`src/rtl/pwm_carrier_gen.sv`:
```
// Centre-aligned triangle-carrier PWM with a double-buffered duty command committed at carrier zero.
// Define PWM_DOUBLE_UPDATE_EN to also commit at the carrier peak (two updates per period).
module pwm_carrier_gen #(
    parameter int CNT_W  = 16,
    parameter int PERIOD = 1250
) (
    input  logic             CLK,
    input  logic             RST,
    input  logic             enable,
    input  logic [CNT_W-1:0] duty,
    input  logic             duty_valid,
    output logic             duty_ready,
    output logic             pwm_out,
    output logic [CNT_W-1:0] carrier,
    output logic             zero_pulse,
    output logic             peak_pulse,
    output logic             duty_err
);
    localparam logic [CNT_W-1:0] PER   = CNT_W'(PERIOD);
    localparam logic [CNT_W-1:0] PER_M = CNT_W'(PERIOD - 1);
    localparam logic [CNT_W-1:0] ONE   = CNT_W'(1);

    logic [CNT_W-1:0] cnt, active_duty, stage;
    logic             dir_down, pending;
    logic             hi, at_update, commit, accept, clamp;

    always_comb begin
        // Up phase uses <, down phase <=, giving 2*D high clocks centred on zero.
        hi = dir_down ? (cnt <= active_duty) : (cnt < active_duty);
`ifdef PWM_DOUBLE_UPDATE_EN
        at_update = (cnt == '0) || (cnt == PER);
`else
        at_update = (cnt == '0);
`endif
        commit = enable && pending && at_update;
        accept = duty_valid && !pending;
        clamp  = stage > PER;
    end

    always_ff @(posedge CLK or posedge RST) begin
        if (RST) begin
            cnt      <= '0;
            dir_down <= 1'b0;
        end else if (!enable) begin
            cnt      <= '0;
            dir_down <= 1'b0;
        end else if (!dir_down) begin
            if (cnt == PER_M) begin
                cnt      <= PER;
                dir_down <= 1'b1;
            end else begin
                cnt <= cnt + ONE;
            end
        end else begin
            if (cnt == ONE) begin
                cnt      <= '0;
                dir_down <= 1'b0;
            end else begin
                cnt <= cnt - ONE;
            end
        end
    end

    // Accept and commit are mutually exclusive: one needs pending low, the other high.
    always_ff @(posedge CLK or posedge RST) begin
        if (RST) begin
            active_duty <= '0;
            stage       <= '0;
            pending     <= 1'b0;
            duty_err    <= 1'b0;
        end else begin
            duty_err <= commit && clamp;
            if (commit) begin
                active_duty <= clamp ? PER : stage;
                pending     <= 1'b0;
            end else if (accept) begin
                stage   <= duty;
                pending <= 1'b1;
            end
        end
    end

    always_ff @(posedge CLK or posedge RST) begin
        if (RST) pwm_out <= 1'b0;
        else     pwm_out <= enable && hi;
    end

    assign duty_ready = !pending;
    assign carrier    = cnt;
    assign zero_pulse = enable && (cnt == '0);
    assign peak_pulse = enable && (cnt == PER);
endmodule

```
`config.mk`:
```
export PLATFORM = sky130hd
export DESIGN_NAME = pwm_carrier_gen
export DESIGN_NICKNAME = d
export VERILOG_FILES = /design/src/rtl/pwm_carrier_gen.sv
export SDC_FILE = /design/constraint.sdc
export NUM_CORES = 1
export LEC_CHECK = 0
export ABC_CLOCK_PERIOD_IN_PS = 4300
export CAP_MARGIN = 20
export CORE_ASPECT_RATIO = 0.8
export CORE_MARGIN = 4
export CORE_UTILIZATION = 30
export DETAILED_ROUTE_END_ITERATION = 7
export PLACE_DENSITY_LB_ADDON = 0.12
export RECOVER_POWER = 100
export SYNTH_ARGS = -nofsm -noshare
export SYNTH_HDL_FRONTEND = slang
export SYNTH_SLANG_ARGS = --single-unit
```
`constraint.sdc`:
```
create_clock -name CLK -period 4.3 [get_ports CLK]
set_clock_uncertainty 0.05 [all_clocks]
set_input_delay 0.43 -clock CLK [delete_from_list [all_inputs] [get_ports CLK]]
set_output_delay 0.43 -clock CLK [all_outputs]
set_load 0.02 [all_outputs]
```
== Yosys cells after proc, flatten, opt, wreduce, memory -nomap -nowiden ==
Index checks and enable logic that the tools add are counted.
Word-level totals
  register bits after elaboration: 52
  latch bits: 0
  memory bits (writable): 0
  bits in read-only memories: 0
  input port bits: 20
  output and inout bits: 21
  word-level logic and storage cells: 39
  memories: 0
Operators by class
  $add $sub $neg: 2
  multipliers: 0
  div/mod/pow operators: 0
  $lt $le $gt $ge: 3
  equality and inequality tests: 3
  shifts and indexed selects: 0
  mux-type cells: 12
  bitwise gates (word level): 1
  reductions and logical operators: 11
Operator list (number)
  $mux W16: 5
  $eq A16 B11 Y1 const B: 2
  $add A16 B1 Y16 const B: 1
  $eq A16 B1 Y1 const B: 1
  $gt A16 B11 Y1 const B: 1
  $le A16 B16 Y1: 1
  $logic_not A16 Y1: 1
  $lt A16 B16 Y1: 1
  $sub A16 B1 Y16 const B: 1
  $logic_and A1 B1 Y1: 7
  $mux W1: 7
  $reduce_and A2 Y1: 1
  $reduce_bool A2 Y1: 1
  $logic_not A1 Y1: 1
  $not A1 Y1: 1

== Logic depth before layout (Yosys ltp) ==
  depth after elaboration: 4
  mapped depth: 9
  gate-level depth less buffers: 7

== Worst setup path before layout ==
Ideal clock, no wire load.
  kind: reg2out
  start point: register cnt[5] (netlist: carrier[5])
  end point: output port zero_pulse
  data arrival time: 2.459 ns
  required time: 3.820 ns
  slack: 1.361 ns
  cell stages (with the launch flop): 7
  buffers on the path: 3
  cell sequence: dfrtp_1 -> buf_6 -> or3_1 -> buf_2 -> or4_4 -> buf_6 -> nor3_1
Between the ends
  longest elaborated chain between the ends: 2
Ends and longest elaborated chain
  start: declaration: line 23  | logic [CNT_W-1:0] cnt, active_duty, stage;
  start signal: assignment: line 52  | cnt <= cnt + ONE;
  start signal: assignment: line 59  | cnt <= cnt - ONE;
  $logic_not A16 Y1: line 90  | assign zero_pulse = enable && (cnt == '0);
  $logic_and A1 B1 Y1: line 90
  end: declaration: line 15  | output logic zero_pulse,
Every way passes these cells.

== Worst setup path after layout ==
Same ends and word-level chain as after synthesis.

==> summary.md <==
The total power per unit cell area is 350 nW/um2, and the count of buffers inserted at the top-level ports is 40. Compared with the post-synthesis result, the final layout area differs by 19.2%. The tools report the count of synthesis-stage warnings from yosys as 0.

Across the VDD grid, the largest voltage drop is 0.160 mV. Summed over all nets, the switching power comes to 0.000415 W. The worst max-slew margin expressed relative to the limit was 0.0164; the post-cts resize count was 0. The final-layout setup total negative slack is 0 ns, and the mean instance size in the synthesized netlist is 9.15 um2.

In this run the worst setup path begins at carrier[5]. The remaining antenna violation count after routing came out at 0. TritonCTS built the clock tree.

After the last flow step, the layout net total stands at 422. Summed over all nets, wire length on met2 after detailed routing comes to 3940 um. The run gives 2,834 as the via count.

The run gives 0.77 ns as the worst setup slack for register-to-register paths. In the routed design, unresolved DRC markers number 0. Highest metal layer used by the detailed router: met4. The number of instances in the synthesized netlist came out at 351. The HPWL after detailed placement is 6960 um.

The number of cell rows was 33; the total design power was 0.00134 W. The routed design uses 460 um of met3 wire. Using the TritonRoute via totals, the vias-per-cell ratio works out to 5.43. The post-layout worst setup margin is 0.502 ns.

Entering global routing, the biggest net connects 33 pins. Clock-pin slew was measured on the worst setup and hold paths at 0.07 ns. Prior to clock tree synthesis, the placed netlist has a worst setup slack of 1.10 ns. The flow ran to the end, but the final reports show violations.

The share of the synthesized area in the top cell type is 0.405, and the number of antenna violations at the first check in global routing is 0. Proportion of power drawn by flip-flops and latches: 0.484. The worst setup path is launched from a flop. Measured along the y axis, the die boundary spans 101 um. The static leakage is 1.69 nW. The internal power of the cells totals 0.000927 W. The logs give 0 for the number of hold violations in the final report and 0 for the total overflow reported by the global router.

STA classifies the critical path endpoint as a primary output. Setup repair after global routing left no endpoint under its margin. Type of the setup path with the least slack: reg -> out.

Overall routed net length: 9470 um. The checks that failed: capacitance limit. The first global-routing pass estimated 15,500 um of wire. The fraction of registers with async set/reset is 1.00.

The most used flip-flop cell after synthesis is sky130_fd_sc_hd__dfrtp_1. The later pin in the worst-skew pair is clocked with a latency of 0.30 ns. In the final routing, the length of wire on met1 measures 4980 um. The startpoint of the worst-slack reg-to-reg timing path was carrier[2]. The die covers 12,400 um2. The time the worst path needs with I/O delays and setup is 3.80 ns.

For the post-synth design cell area, the log shows 3210 um2. The switching part of the total was 0.309; the number of antenna cells inserted was 0. The congestion estimate from routability-driven global placement came to 0.844. The detailed router finished its first iteration with 177 violations.

The synthesized design spends more area on one cell type than any other, namely sky130_fd_sc_hd__dfrtp_1. The worst hold slack across all endpoints came out at 0.440 ns. The number of global-route vias before repair was 2,733.

Synthesis inferred 52 register bits. The number of placed instances, taps included, is 514. For the final count of pins violating max slew, the log shows 0. The tools report the number of buffers created by CTS as 5. After clock tree synthesis, the flow added hold-fix buffers numbering 0. The tools report the post-CTS repair timing setup buffer count as 0. Once layout is complete, the cells apart from fillers number 522.

At the worst endpoint, the arrival time is 3.32 ns. Counting every net in the synthesized netlist gives 392. The run gives 2 as the H-tree depth. The overall fraction of global-route tracks in use is 0.161, and the effective utilization at floorplan is 0.310.

Number of search-and-repair iterations in the first detailed-routing pass: 4. The final cycle utilization of the critical path came out at 0.883. The core region is 10,400 um2. The most critical setup path has its endpoint at zero_pulse. By area the synthesized netlist is led by sky130_fd_sc_hd__dfrtp_1, sky130_fd_sc_hd__ha_1, sky130_fd_sc_hd__mux2_2, sky130_fd_sc_hd__nor2_1, sky130_fd_sc_hd__a21oi_1.

The synthesized design contains 0 enable-type register cells. The netlist uses 56 different library cells. Timing would allow up to 263 MHz.

The run gives 0.208 as the fraction of power consumed by combinational cells. The tools report the data required time of the worst path as 3.82 ns. Counting along the longest clock path gives a buffer depth of 2. The worst register-to-register path has a depth of 5.

The endpoint identified for the worst register-to-register timing path is carrier[13]. The fraction of layout instances using a drive strength above 1 is 0.0812. The clock tree root buffer cell is sky130_fd_sc_hd__clkbuf_16. In this run the worst path has a maximum fanout of 12.

Width of the chip: 124 um. At the pin with the least slew margin, the transition time is 1.46 ns. The clock network fraction of design power is 0.308. The number of max-cap violations is 1. The clock drives 52 sinks. The sequential cell area fraction in the yosys report came out at 0.405.

Setup violations remaining at the end of the flow were counted as 0. The class of the tightest hold or removal check was reg -> reg. The final routed wire length divided by cell count is 18.1 um. During I/O placement, the number of pins put on the boundary was 41.
==> area by class of cell <==
class,count,area (um2)
well taps,140,175
clock buffers,6,129
clock inverters,2,16.3
fillers,1105,6530
inverters,21,78.8
repair buffers,46,423
multi-input cells,255,1710
flip-flops and latches,52,1300
==> critical path, cell delays in order, from the launching register on <==
cell	delay, ns
sky130_fd_sc_hd__dfrtp_1	0.49
sky130_fd_sc_hd__or3_1	0.55
sky130_fd_sc_hd__or4_1	0.68
sky130_fd_sc_hd__nor3_1	0.27
sky130_fd_sc_hd__clkbuf_1	0.29
sky130_fd_sc_hd__dlygate4sd3_1	0.74
==> state kept, by name, indices dropped and copies added, names as in the netlist <==
name / count
carrier: 16
dir_down: 1
pending: 1
pwm_out: 1
active_duty: 16
stage: 16
duty_err: 1
==> routing by layer <==
metal | vias up | global-route usage
met4 | 0 | 0.0383
li1 | 1363 | -
met5 | - | 0
met3 | 8 | 0.0292
met1 | 1400 | 0.256
met2 | 63 | 0.223
==> cell usage after synthesis (4+ instances only) <==
cell type	n
sky130_fd_sc_hd__nor4_1	6
sky130_fd_sc_hd__clkbuf_1	16
sky130_fd_sc_hd__a21oi_1	22
sky130_fd_sc_hd__mux2_2	16
sky130_fd_sc_hd__nand4_1	11
sky130_fd_sc_hd__ha_1	21
sky130_fd_sc_hd__nand2_1	23
sky130_fd_sc_hd__and3_1	7
sky130_fd_sc_hd__a221oi_1	6
sky130_fd_sc_hd__inv_1	20
sky130_fd_sc_hd__a211oi_1	4
sky130_fd_sc_hd__nor2_1	35
sky130_fd_sc_hd__o21ai_0	14
sky130_fd_sc_hd__dfrtp_1	52
sky130_fd_sc_hd__nand3_1	15
sky130_fd_sc_hd__nor3_1	17
sky130_fd_sc_hd__o221ai_1	4
sky130_fd_sc_hd__and4_1	4
sky130_fd_sc_hd__or3_1	4
==> stage by stage <==
step	cell area, um2	util
CTS	3870	0.373
global placement	3720	0.359
global route	3830	0.370
finish	3830	0.370
floorplan	3210	-
detailed placement	3720	0.359
==> cell usage in the layout, fill, tap and decap left out, types with 5 or more instances in the layout <==
cell	Yosys	routed
sky130_fd_sc_hd__nand4_1	11	11
sky130_fd_sc_hd__nand2_1	23	23
sky130_fd_sc_hd__and3_1	7	7
sky130_fd_sc_hd__nor2_1	35	35
sky130_fd_sc_hd__nor3_1	17	17
sky130_fd_sc_hd__clkbuf_1	16	7
sky130_fd_sc_hd__nand3_1	15	15
sky130_fd_sc_hd__nor4_1	6	6
sky130_fd_sc_hd__a21oi_1	22	22
sky130_fd_sc_hd__dlygate4sd3_1	0	23
sky130_fd_sc_hd__inv_1	20	20
sky130_fd_sc_hd__clkdlybuf4s50_1	0	17
sky130_fd_sc_hd__a221oi_1	6	6
sky130_fd_sc_hd__clkbuf_16	0	5
sky130_fd_sc_hd__o21ai_0	14	15
sky130_fd_sc_hd__mux2_2	16	16
sky130_fd_sc_hd__dfrtp_1	52	52
sky130_fd_sc_hd__ha_1	21	21
==> power groups by stage <==
stage	Combinational [W]	Sequential (W)	Clock, W
after global routing	0.000313	0.000664	0.000446
after global placement	0.000284	0.000660	0
after floorplan	0.000207	0.000634	0
after detailed placement	0.000287	0.000658	0
after CTS	0.000289	0.000649	0.000430
final	0.000279	0.000649	0.000414
==> kinds of logic after synthesis <==
| logic type | synth area share |
|---|---|
| AO/OA/AOI/OAI | 0.158 |
| XOR/XNOR | 0.00545 |
| adder cells (fa/ha/maj) | 0.0818 |
| buffers and inverters | 0.0596 |
| flip-flops | 0.405 |
| multiplexers | 0.0561 |
| AND/OR/NAND/NOR | 0.234 |
==> how the worst min path moves through the flow <==
| stage | from | to | slack, ns | depth (start not counted) |
|---|---|---|---|---|
| after global placement | active_duty[0] | active_duty[0] | 0.41 | 2 |
| final | active_duty[0] | active_duty[0] | 0.44 | 2 |
| after floorplan | active_duty[0] | active_duty[0] | 0.39 | 2 |
| after global routing | stage[11] | stage[11] | 0.48 | 1 |
| after CTS | active_duty[0] | active_duty[0] | 0.44 | 2 |
| after detailed placement | active_duty[0] | active_duty[0] | 0.41 | 2 |
Note: power is estimated with default switching activity, not from simulation.
